[config.mk]
export PLATFORM = sky130hd
export DESIGN_NAME = alu_seq
export DESIGN_NICKNAME = d
export VERILOG_FILES = /design/src/rtl/alu_seq.sv
export SDC_FILE = /design/constraint.sdc
export NUM_CORES = 1
export LEC_CHECK = 0
export ABC_AREA = 1
export BUFFER_PORTS_ARGS = -buffer_cell sky130_fd_sc_hd__buf_2
export CELL_PAD_IN_SITES_DETAIL_PLACEMENT = 1
export CELL_PAD_IN_SITES_GLOBAL_PLACEMENT = 1
export CORE_AREA = 2 2 111 113
export CTS_BUF_LIST = sky130_fd_sc_hd__clkbuf_4 sky130_fd_sc_hd__clkbuf_8
export CTS_CLUSTER_SIZE = 30
export DETAILED_ROUTE_END_ITERATION = 10
export DIE_AREA = 0 0 113 115
export GPL_TIMING_DRIVEN = 0
export PLACE_DENSITY_LB_ADDON = 0.1
export SETUP_SLACK_MARGIN = 0.02
export SYNTH_ARGS = -nofsm -noshare
export SYNTH_HDL_FRONTEND = slang
export SYNTH_SLANG_ARGS = --single-unit
[constraint.sdc]
create_clock -name clk -period 2.27 [get_ports clk]
set_input_delay 0.1135 -clock clk [delete_from_list [all_inputs] [get_ports clk]]
set_output_delay 0.1135 -clock clk [all_outputs]
set_load 0.05 [all_outputs]
[src/rtl/alu_seq.sv]
`default_nettype none
// ============================================================================
//  Module   : alu_seq
//  Purpose  : Sequential ALU with valid/ready handshakes. Single-cycle logic,
//             shift and compare ops, iterative shift-add multiply, and an
//             optional restoring divider enabled by macro ALU_SEQ_DIV_EN.
//  Revision : 1.0  initial release
// ============================================================================
module alu_seq #(
    parameter int WIDTH = 8
) (
    input  logic               clk,
    input  logic               rst,
    input  logic               in_valid,
    output logic               in_ready,
    input  logic [3:0]         opcode,
    input  logic [WIDTH-1:0]   a,
    input  logic [WIDTH-1:0]   b,
    output logic               out_valid,
    input  logic               out_ready,
    output logic [2*WIDTH-1:0] res,
    output logic               carry,
    output logic               zero,
    output logic               err
);

    localparam int c_RW    = 2 * WIDTH;
    localparam int c_CNT_W = $clog2(WIDTH) + 1;
    localparam logic [c_CNT_W-1:0] c_CNT_LAST = c_CNT_W'(WIDTH - 1);

    localparam logic [3:0] c_OP_ADD  = 4'h0;
    localparam logic [3:0] c_OP_SUB  = 4'h1;
    localparam logic [3:0] c_OP_MULT = 4'h2;
    localparam logic [3:0] c_OP_DIV  = 4'h3;
    localparam logic [3:0] c_OP_AND  = 4'h4;
    localparam logic [3:0] c_OP_OR   = 4'h5;
    localparam logic [3:0] c_OP_NAND = 4'h6;
    localparam logic [3:0] c_OP_NOR  = 4'h7;
    localparam logic [3:0] c_OP_XOR  = 4'h8;
    localparam logic [3:0] c_OP_SHR  = 4'h9;
    localparam logic [3:0] c_OP_SHL  = 4'hA;
    localparam logic [3:0] c_OP_COMP = 4'hB;

    typedef enum logic [1:0] {
        c_ST_IDLE = 2'd0,
        c_ST_EXEC = 2'd1,
        c_ST_DONE = 2'd2
    } state_t;

    state_t               r_state_q, w_state_d;
    logic [3:0]           r_op_q, w_op_d;
    logic [WIDTH-1:0]     r_a_q, w_a_d;
    logic [WIDTH-1:0]     r_b_q, w_b_d;
    logic [c_CNT_W-1:0]   r_cnt_q, w_cnt_d;
    logic [c_RW-1:0]      r_acc_q, w_acc_d;
    logic [c_RW-1:0]      r_res_q, w_res_d;
    logic                 r_carry_q, w_carry_d;
    logic                 r_zero_q, w_zero_d;
    logic                 r_err_q, w_err_d;
    logic                 r_in_ready_q, w_in_ready_d;
    logic                 r_out_valid_q, w_out_valid_d;

    logic [WIDTH-1:0]     w_lo;
    logic                 w_fill;
    logic                 w_multi;
    logic [c_RW-1:0]      w_alu_res;
    logic                 w_alu_carry;
    logic                 w_alu_err;
    logic [WIDTH:0]       w_madd;
    logic [c_RW-1:0]      w_mul_next;
    logic [c_RW-1:0]      w_step;

    // Shift-add multiply: acc = {partial product, remaining multiplier bits}
    assign w_madd     = {1'b0, r_acc_q[c_RW-1:WIDTH]} + (r_acc_q[0] ? {1'b0, r_a_q} : '0);
    assign w_mul_next = {w_madd, r_acc_q[WIDTH-1:1]};

`ifdef ALU_SEQ_DIV_EN
    logic [WIDTH:0]       w_dcand;
    logic                 w_dge;
    logic [WIDTH-1:0]     w_ddiff;
    logic [c_RW-1:0]      w_div_next;

    // Restoring divide: acc = {partial remainder, dividend shifting into quotient}
    assign w_dcand    = {r_acc_q[c_RW-1:WIDTH], r_acc_q[WIDTH-1]};
    assign w_dge      = (w_dcand >= {1'b0, r_b_q});
    assign w_ddiff    = w_dcand[WIDTH-1:0] - r_b_q;
    assign w_div_next = {(w_dge ? w_ddiff : w_dcand[WIDTH-1:0]), r_acc_q[WIDTH-2:0], w_dge};
    assign w_step     = (r_op_q == c_OP_DIV) ? w_div_next : w_mul_next;
`else
    assign w_step     = w_mul_next;
`endif

    always_comb begin
        w_lo        = '0;
        w_fill      = 1'b0;
        w_multi     = 1'b0;
        w_alu_carry = 1'b0;
        w_alu_err   = 1'b0;
        case (r_op_q)
            c_OP_ADD:  {w_alu_carry, w_lo} = {1'b0, r_a_q} + {1'b0, r_b_q};
            c_OP_SUB: begin
                w_lo        = r_a_q - r_b_q;
                w_alu_carry = (r_a_q < r_b_q);
            end
            c_OP_MULT: w_multi = 1'b1;
`ifdef ALU_SEQ_DIV_EN
            c_OP_DIV: begin
                if (r_b_q == '0) w_alu_err = 1'b1;
                else             w_multi   = 1'b1;
            end
`else
            c_OP_DIV:  w_alu_err = 1'b1;
`endif
            c_OP_AND:  w_lo = r_a_q & r_b_q;
            c_OP_OR:   w_lo = r_a_q | r_b_q;
            c_OP_NAND: w_lo = ~(r_a_q & r_b_q);
            c_OP_NOR:  w_lo = ~(r_a_q | r_b_q);
            c_OP_XOR:  w_lo = r_a_q ^ r_b_q;
            c_OP_SHR: begin
                w_lo        = r_a_q >> 1;
                w_alu_carry = r_a_q[0];
            end
            c_OP_SHL: begin
                w_lo        = r_a_q << 1;
                w_alu_carry = r_a_q[WIDTH-1];
            end
            c_OP_COMP: w_fill = (r_a_q > r_b_q);
            default:   w_alu_err = 1'b1;
        endcase
        w_alu_res = w_fill ? '1 : {{WIDTH{1'b0}}, w_lo};
    end

    always_comb begin
        w_state_d = r_state_q;
        w_op_d    = r_op_q;
        w_a_d     = r_a_q;
        w_b_d     = r_b_q;
        w_cnt_d   = r_cnt_q;
        w_acc_d   = r_acc_q;
        w_res_d   = r_res_q;
        w_carry_d = r_carry_q;
        w_zero_d  = r_zero_q;
        w_err_d   = r_err_q;
        case (r_state_q)
            c_ST_IDLE: begin
                if (in_valid) begin
                    w_op_d    = opcode;
                    w_a_d     = a;
                    w_b_d     = b;
                    w_cnt_d   = '0;
                    w_acc_d   = {{WIDTH{1'b0}}, b};
`ifdef ALU_SEQ_DIV_EN
                    if (opcode == c_OP_DIV) w_acc_d = {{WIDTH{1'b0}}, a};
`endif
                    w_state_d = c_ST_EXEC;
                end
            end
            c_ST_EXEC: begin
                if (w_multi) begin
                    w_acc_d = w_step;
                    w_cnt_d = r_cnt_q + c_CNT_W'(1);
                end
                if (!w_multi || (r_cnt_q == c_CNT_LAST)) begin
                    w_res_d   = w_multi ? w_step : w_alu_res;
                    w_carry_d = w_alu_carry;
                    w_err_d   = w_alu_err;
                    w_zero_d  = (w_res_d == '0);
                    w_state_d = c_ST_DONE;
                end
            end
            c_ST_DONE: begin
                if (out_ready) w_state_d = c_ST_IDLE;
            end
            default: w_state_d = c_ST_IDLE;
        endcase
        w_in_ready_d  = (w_state_d == c_ST_IDLE);
        w_out_valid_d = (w_state_d == c_ST_DONE);
    end

    always_ff @(posedge clk) begin
        if (rst) begin
            r_state_q     <= c_ST_IDLE;
            r_op_q        <= '0;
            r_a_q         <= '0;
            r_b_q         <= '0;
            r_cnt_q       <= '0;
            r_acc_q       <= '0;
            r_res_q       <= '0;
            r_carry_q     <= 1'b0;
            r_zero_q      <= 1'b0;
            r_err_q       <= 1'b0;
            r_in_ready_q  <= 1'b1;
            r_out_valid_q <= 1'b0;
        end else begin
            r_state_q     <= w_state_d;
            r_op_q        <= w_op_d;
            r_a_q         <= w_a_d;
            r_b_q         <= w_b_d;
            r_cnt_q       <= w_cnt_d;
            r_acc_q       <= w_acc_d;
            r_res_q       <= w_res_d;
            r_carry_q     <= w_carry_d;
            r_zero_q      <= w_zero_d;
            r_err_q       <= w_err_d;
            r_in_ready_q  <= w_in_ready_d;
            r_out_valid_q <= w_out_valid_d;
        end
    end

    assign in_ready  = r_in_ready_q;
    assign out_valid = r_out_valid_q;
    assign res       = r_res_q;
    assign carry     = r_carry_q;
    assign zero      = r_zero_q;
    assign err       = r_err_q;

endmodule
`default_nettype wire
; Yosys cells after proc, flatten, opt, wreduce, memory -nomap -nowiden
; Index checks and enable logic that the tools add are counted.
[totals]
input_bits = 24
ff_bits = 63
[op_classes]
n_mux = 18
reduce_logical = 11
n_addsub = 4
n_lt_le_gt_ge = 2
n_eq_ne = 16
bitwise = 5
[ops]
columns = operator, n
row1 = $pmux 8 s9, 1
row2 = $mux 16, 4
row3 = $pmux 16 s2, 1
row4 = $eq 4x3->1 const B, 5
row5 = $add 8x8->9, 2
row6 = $eq 4x4->1 const B, 4
row7 = $logic_not 16->1, 1
row8 = $not 8->8, 2
row9 = $reduce_or 11->1, 1
row10 = $and 8x8->8, 1
row11 = $gt 8x8->1, 1
row12 = $lt 8x8->1, 1
row13 = $mux 4, 2
row14 = $mux 8, 1
row15 = $or 8x8->8, 1
row16 = $pmux 4 s2, 1
row17 = $sub 8x8->8, 1
row18 = $xor 8x8->8, 1
row19 = $mux 2, 3
row20 = $pmux 2 s3, 1
row21 = $add 4x1->4 const B, 1
row22 = $eq 2x2->1 const B, 2
row23 = $eq 4x1->1 const B, 1
row24 = $eq 4x2->1 const B, 1
row25 = other kinds (11), 16

; Depth between registers and ports, before layout
; Gate-level depths: netlist (run 1).
[logic_depth]
ltp_word = 7
ltp_mapped = 17
ltp_nobuf = 16

; Worst setup path before layout (run 1)
; OpenSTA, ideal clock, no wires.
[synth_timing]
path_type = flip-flop to flip-flop
startpoint = register r_acc_q[0]
endpoint = register r_zero_q (netlist: zero)
period_less_slack_ns = 2.106
required_ns = 2.200
path_stages_with_launch = 17
path_slack_ns = 0.164
path_buffers = 1
arrival_ns = 2.035
setup_time_ns = 0.070
path_cell_list = dfxtp_1 > clkbuf_1 > nand2_1 > inv_1 > ha_1 > fa_1 > nand3_1 > nand3_1 > xor2_1 > inv_1 > nand2_1 > nand3_1 > inv_1 > nand2_1 > nor2_1 > nand4_1 > a21oi_1
[synth_between]
elab_chain_cells = 4
[synth_rtl]
columns = item, line
row1 = from (decl), 55  ; logic [c_RW-1:0] r_acc_q, w_acc_d;
row2 = from (signal assigned), 200  ; r_acc_q <= w_acc_d;
row3 = $mux 8, 74  ; assign w_madd = {1'b0, r_acc_q[c_RW-1:WIDTH]} + (r_acc_q[0] ? {1'b0, r_a_q} : '0);
row4 = $add 8x8->9, 74
row5 = $mux 16, 164  ; w_res_d = w_multi ? w_step : w_alu_res;
row6 = $logic_not 16->1, 167  ; w_zero_d = (w_res_d == '0);
row7 = to (signal assigned), 203  ; r_zero_q <= w_zero_d;
row8 = to (decl), 58  ; logic r_zero_q, w_zero_d;
; No other way between the ends.
; A chain may end at the register's enable or synchronous reset.

; Final worst setup path (run 1)
[layout_timing]
startpoint = register r_a_q[2]
endpoint = register r_zero_q (netlist: zero)
[layout_between]
elab_chain_cells = 6
[layout_rtl]
columns = item, line
row1 = from (decl), 52  ; logic [WIDTH-1:0] r_a_q, w_a_d;
row2 = from (signal assigned), 197  ; r_a_q <= w_a_d;
row3 = "parallel branches: the longest is 4 deep, another holds $sub 8x8->8", --
row4 = $mux 16 (*), 164
row5 = $logic_not 16->1 (*), 167
; Mark *: on every way between the ends.

==> results.yml, run 1 <==
power_and_ir_drop:
  peakVddDrop_uv: 424.9
  powerDensity_mw_per_mm2: 642.7
  cellLeakagePower_nw: 2.760
yosys:
  avgSynthCellArea_um2: 6.441
  synthCells: 698
  synth_compound_area_frac: 0.1553
  synth_area_mm2: 0.004496
  synth_warnings: 0
  ys_ff_latch: 63
  synth-xor-area-share: 0.007793
  synthesis.nets: 758
  synth-adder-area-share: 0.1052
  synth.distinct_cells: 35
  muxShareOfSynthArea: 0
  synth_top_family_by_area: "simple AND/OR/NAND/NOR gates"
  synth-simple-area-share: 0.3398
  ys_seq_area_frac: 0.2805
setup_path:
  crit_type: "register to register"
  cp.arrival_ns: 2.56
  rrSetupSlack_ns: 0.003
  r2r_start: "r_a_q[2]"
  cp_slowest_cell: "dfxtp_4"
  cp_top_family: "simple AND/OR/NAND/NOR gates"
  path_buf_inv: 2
  reg2regPathDepth: 14
  required_ns: 2.56
  r2r_end: "zero"
  max_stage_delay_ns: 0.37
  cp-start-kind: "register"
  path_max_fanout: 8
  cp_cell_sequence: "inv_2 -> ha_1 -> buf_6 -> nor2_4 -> nand2_1 -> nor2_4 -> nor3_4 -> nand2_4 -> nand3_1 -> nor2_2 -> nand2_1 -> nor2_1 -> nand4_1 -> a21oi_1"
  cp-end-kind: "register"
min_path:
  worstHoldEndpoint: "r_a_q[1]"
  min_from: "a[1]"
  hold_depth: 3
  worstHoldPathType: "input pin to register"
placed_design:
  place_area_mm2: 0.004900
  dp_cells: 889
  io_buffers: 44
  place_ws_ns: -0.3941
  routabilityCongestion: 0.8909
  dp_hpwl_um: 12770
sta:
  fin_skew_ns: 0.006060
  timing_max_transition_violations_final: 0
  worstMarginPinSlew_ns: 0.6068
  setup_ws_ns: 0.003430
  max_freq_ghz: 0.4412
  finalSetupViolations: 0
  hold_viol_final: 0
  fin_crit_sh: 0.9985
  period_minus_slack_ns: 2.267
  fin_tns_setup_ns: 0
  relSlewSlack: 0.5954
  rsz0062_at_grt: "true"
clock_tree:
  clock_path_buffers: 2
  cts-buffers-inserted: 9
  clk_pin_slew_ns: 0.07
  htree_levels: 3
  clock-sinks: 63
  clock-root-buffer: "clkbuf_8"
  tritoncts: "built"
  clkLatencyLatePin_ns: 0.36
final_layout:
  num_antenna_cells: 0
  drive_gt1_frac: 0.2548
  fin_area_mm2: 0.005623
  final_common_cell: "nand2_1"
  fill_cells: 1592
  layout_common_cells: "nand2_1 (189), inv_1 (81), buf_2 (52)"
  layout.nets: 840
  area_delta_synth_final_pct: 25.08
  finalNonFillerCells: 932
floorplan:
  start_util: 0.3806
  core_mm2: 0.01181
  num_rows: 40
  io_pins: 45
  die_w_um: 113
  chipHeight_um: 115
  dieArea_mm2: 0.01300
job:
  drv_cap: 0
detailed_routing:
  vias: 4899
  routedWlPerCell_um: 17.80
  drcViolationCount: 6
  drtIter0Drc: 274
  via_per_inst: 5.256
  ant_nets: 0
  wirelength_um: 16590
  drt_first_pass_iters: 7
global_route:
  antenna_found_initial: 0
  grt_pass1_wl_um: 26160
  grt_remaining_overflow: 0
  grt_max_degree: 11
  grt_use_total: 0.2597
  grt_pass1_vias: 4919
run_status:
  outcome: "finished, violations left"
  violations: "design-rule violations"
## tightest hold or removal path: stages
cell,delay [ns]
buf_2,0.08
o21ai_0,0.07
a21oi_1,0.10
## cells by family (layout without fill, tap and decap cells)
kind of cell | after synthesis | after routing
simple gates | 351 | 351
buf+inv | 123 | 210
compound gates | 121 | 121
flops | 63 | 63
fa+ha+maj | 36 | 36
xor+xnor | 4 | 4
## cell usage after synthesis
cell type / instances / area (um^2)
o21ai_0: 37 / 185.2
o2111ai_1: 1 / 8.760
o21ai_1: 3 / 15.01
xor2_1: 4 / 35.03
fa_1: 3 / 60.06
nor2_4: 2 / 22.52
inv_2: 9 / 33.78
o21a_1: 1 / 7.510
buf_6: 3 / 33.78
and2_1: 1 / 6.260
nand3b_1: 2 / 15.01
a31oi_1: 8 / 50.05
a21oi_1: 45 / 225.2
nor3_2: 1 / 10.01
o22ai_1: 5 / 31.28
nor3_1: 4 / 20.02
nand2_4: 2 / 22.52
nand2_1: 198 / 743.2
nand2_2: 4 / 25.02
o21bai_1: 3 / 22.52
buf_4: 2 / 15.01
nor2_8: 1 / 20.02
a211oi_1: 2 / 15.01
ha_1: 33 / 412.9
dfxtp_1: 63 / 1261
nand3_1: 53 / 265.3
nand4_1: 14 / 87.58
clkbuf_1: 10 / 37.54
o211ai_1: 14 / 105.1
nor2_2: 10 / 62.56
a21oi_4: 2 / 32.53
nand3_2: 1 / 10.01
nor2_1: 58 / 217.7
inv_1: 92 / 345.3
buf_2: 7 / 35.03
## flip-flops by register name, indices dropped and copies added, names as in the netlist, 2 cells and up
| register | count |
|---|---|
| r_a_q | 8 |
| r_op_q | 4 |
| r_acc_q | 16 |
| res | 16 |
| r_state_q | 2 |
| r_b_q | 8 |
| r_cnt_q | 4 |
## metrics by stage
| step | hold WS (ns) | utilization | total power [W] |
|---|---|---|---|
| after global placement | 0.4042 | 0.4148 | 0.002301 |
| after global routing | 0.05405 | 0.4761 | 0.003802 |
| after detailed placement | 0.4126 | 0.4148 | 0.002324 |
| after CTS | 0.03456 | 0.4608 | 0.003555 |
| after floorplan | 0.1946 | - | 0.002006 |
| final | 0.03506 | 0.4761 | 0.003614 |
## worst max path at each step
| stage | cells after the start | to | startpoint |
|---|---|---|---|
| floorplan | 16 | zero | r_acc_q[0] |
| global placement | 13 | zero | r_a_q[1] |
| detailed placement | 12 | zero | r_a_q[1] |
| CTS | 14 | zero | r_a_q[0] |
| global route | 16 | zero | r_a_q[0] |
| finish | 14 | zero | r_a_q[2] |
## per-layer routing
| layer | track usage | vias up | part of all wire |
|---|---|---|---|
| met5 | 0 | - | 0 |
| met1 | 0.3690 | 2362 | 0.49 |
| met3 | 0.04270 | 26 | 0.037 |
| met2 | 0.4120 | 100 | 0.45 |
| li1 | - | 2411 | - |
| met4 | 0.06585 | 0 | 0.018 |
## what timing repair did
| action | CTS | global route |
|---|---|---|
| pin swaps | 20 | 16 |
| hold buffers | 0 | 0 |
| setup endpoints to repair | 16 | 14 |
| buffers inserted | 18 | 8 |
| gates cloned | 2 | 0 |
| resized for setup | 61 | 33 |
## final cells by class
type | count | area [um^2] | share of cell area
well taps | 147 | 183.9 | 0.03271
inverters | 101 | 387.9 | 0.06898
clock inverters | 2 | 37.54 | 0.006676
flip-flops and latches | 63 | 1299 | 0.2310
clock buffers | 14 | 180.2 | 0.03204
repair buffers | 72 | 429.2 | 0.07632
multi-input cells | 512 | 2978 | 0.5296
plain buffers | 21 | 127.6 | 0.02270
## where the power goes
group          leakage [nW]  switching, W  internal (W)
clock                 0.110      0.000471      0.000623
combinational          2.13      0.000829      0.000439
sequential            0.523     0.0000661       0.00119
No activity file was read; power rests on OpenSTA's default activity.
==> inputs of run 2 (changes only) <==
- CORE_AREA: 2 2 111 113 -> 2 2 101 103
- DIE_AREA: 0 0 113 115 -> 0 0 103 105
- clock period: 2.27 -> 2.8 ns (I/O delays scaled with it)
==> run 2 against run 1 <==
Worst setup slack improved by 0.20 ns. The flow now finishes without violations. Largest power group is now sequential cells. Register-to-register slack better by 0.20 ns. Clock power decreased by 9%.
==> results.yml, run 2 (same netlist as run 1, synthesis figures left out) <==
final_layout:
  final_common_cell: "nand2_1"
  finalNonFillerCells: 891
  layout_common_cells: "nand2_1 (198), inv_1 (92), dfxtp_1 (63)"
  area_delta_synth_final_pct: 14.06
  num_antenna_cells: 0
  utilization: 0.5319
  drive_gt1_frac: 0.1372
  layout.nets: 813
global_route:
  grt_use_met2: 0.4740
  grt_pass1_wl_um: 25500
  grt_pass1_vias: 5019
  antenna_found_initial: 0
  met3_usage: 0.04348
  grt_busiest_layer: "met2"
  grt_use_total: 0.3048
  grt_remaining_overflow: 0
  met1_usage: 0.4409
  grt_max_degree: 13
sta:
  timing_max_transition_violations_final: 0
  relSlewSlack: 0.6126
  fin_tns_setup_ns: 0
  max_freq_ghz: 0.3846
  finalSetupViolations: 0
  rsz0062_at_grt: "false"
  period_minus_slack_ns: 2.600
  fin_crit_sh: 0.9285
  hold-worst-slack_ns: 0.08451
  worstMarginPinSlew_ns: 0.5811
  setup_ws_ns: 0.2002
  hold_viol_final: 0
  fin_skew_ns: 0.01488
power_and_ir_drop:
  peakVddDrop_uv: 281.3
  cellLeakagePower_nw: 2.584
  powerDensity_mw_per_mm2: 560.9
placed_design:
  io_buffers: 44
  dp_cells: 875
  dp_hpwl_um: 12950
  routabilityCongestion: 0.9023
  place_ws_ns: 0.2458
min_path:
  hold_depth: 2
  worstHoldPathType: "input pin to register"
  min_from: "rst"
  worstHoldEndpoint: "r_state_q[1]"
detailed_routing:
  via_per_inst: 5.435
  drt_first_pass_iters: 5
  drtIter0Drc: 232
  vias: 4843
  wirelength_um: 16010
  ant_nets: 0
  drcViolationCount: 0
  routedWlPerCell_um: 17.97
setup_path:
  r2r_start: "r_a_q[0]"
  cp_top_family: "simple AND/OR/NAND/NOR gates"
  path_max_fanout: 7
  rrSetupSlack_ns: 0.20
  cp.arrival_ns: 2.88
  cp-end-kind: "register"
  path_buf_inv: 2
  required_ns: 3.08
  cp_slowest_cell: "fa_1"
  cp_cell_sequence: "inv_1 -> ha_1 -> inv_1 -> fa_1 -> nand2_1 -> nand2_2 -> nand3_2 -> nand2_2 -> nand2_4 -> nand3_1 -> nor2_1 -> nand2_1 -> nor2_1 -> nand4_1 -> a21oi_1"
  max_stage_delay_ns: 0.48
  r2r_end: "zero"
  crit_type: "register to register"
  cp-start-kind: "register"
  reg2regPathDepth: 15
clock_tree:
  cts_hold_buffers: 0
  tritoncts: "built"
  htree_levels: 3
  clock-sinks: 63
  clock-root-buffer: "clkbuf_8"
  clk_pin_slew_ns: 0.08
  cts_resized: 0
  clock_path_buffers: 2
  clkLatencyLatePin_ns: 0.35
  cts-buffers-inserted: 9
  post_cts_buffers: 0
floorplan:
  die_w_um: 103
  dieArea_mm2: 0.01082
  start_util: 0.4664
  core_mm2: 0.009639
  num_rows: 36
  io_pins: 45
  chipHeight_um: 105
run_status:
  outcome: "completed"
job:
  drv_cap: 0
-- run 2: metrics by stage --
stage | total power [W] | cell area, um^2
floorplan | 0.001626 | 4496
global placement | 0.001854 | 4882
detailed placement | 0.001884 | 4882
CTS | 0.002873 | 5127
global route | 0.003010 | 5127
finish | 0.002876 | 5127
-- run 2: how the worst max path moves through the flow --
stage / cells after the start / slack, ns / end / startpoint
floorplan: 16 / 0.69 / zero / r_acc_q[0]
global placement: 15 / 0.28 / zero / r_a_q[0]
detailed placement: 15 / 0.25 / zero / r_a_q[0]
CTS: 15 / 0.25 / zero / r_a_q[0]
global route: 14 / 0.04 / zero / r_a_q[2]
finish: 15 / 0.20 / zero / r_a_q[0]
-- run 2: cell type report --
class,count,area [um^2]
buffer,22,121.4
clock buffer,9,123.9
clock inverter,7,121.4
fill,1385,4512
inverter,101,379.1
multi-input combinational,512,2734
sequential,63,1261
tap,133,166.4
timing repair buffer,44,220.2
-- run 2: where the power goes --
| group | switching [W] | internal [W] | total (W) |
|---|---|---|---|
| clock network | 0.000400 | 0.000595 | 0.000994 |
| logic | 0.000610 | 0.000252 | 0.000861 |
| registers | 0.0000599 | 0.000960 | 0.00102 |
-- run 2: metal layers --
| layer | routed length (um) | vias up |
|---|---|---|
| met5 | 0 | - |
| met2 | 7185 | 141 |
| li1 | - | 2359 |
| met1 | 7748 | 2321 |
| met4 | 277 | 0 |
| met3 | 800 | 22 |
-- run 2: worst register-to-register path, stage by stage, from the launching register on --
cell,delay (ns)
dfxtp_1,0.37
inv_1,0.13
ha_1,0.17
inv_1,0.08
fa_1,0.48
nand2_1,0.15
nand2_2,0.07
nand3_2,0.06
nand2_2,0.07
nand2_4,0.13
nand3_1,0.11
nor2_1,0.28
nand2_1,0.10
nor2_1,0.11
nand4_1,0.09
a21oi_1,0.13
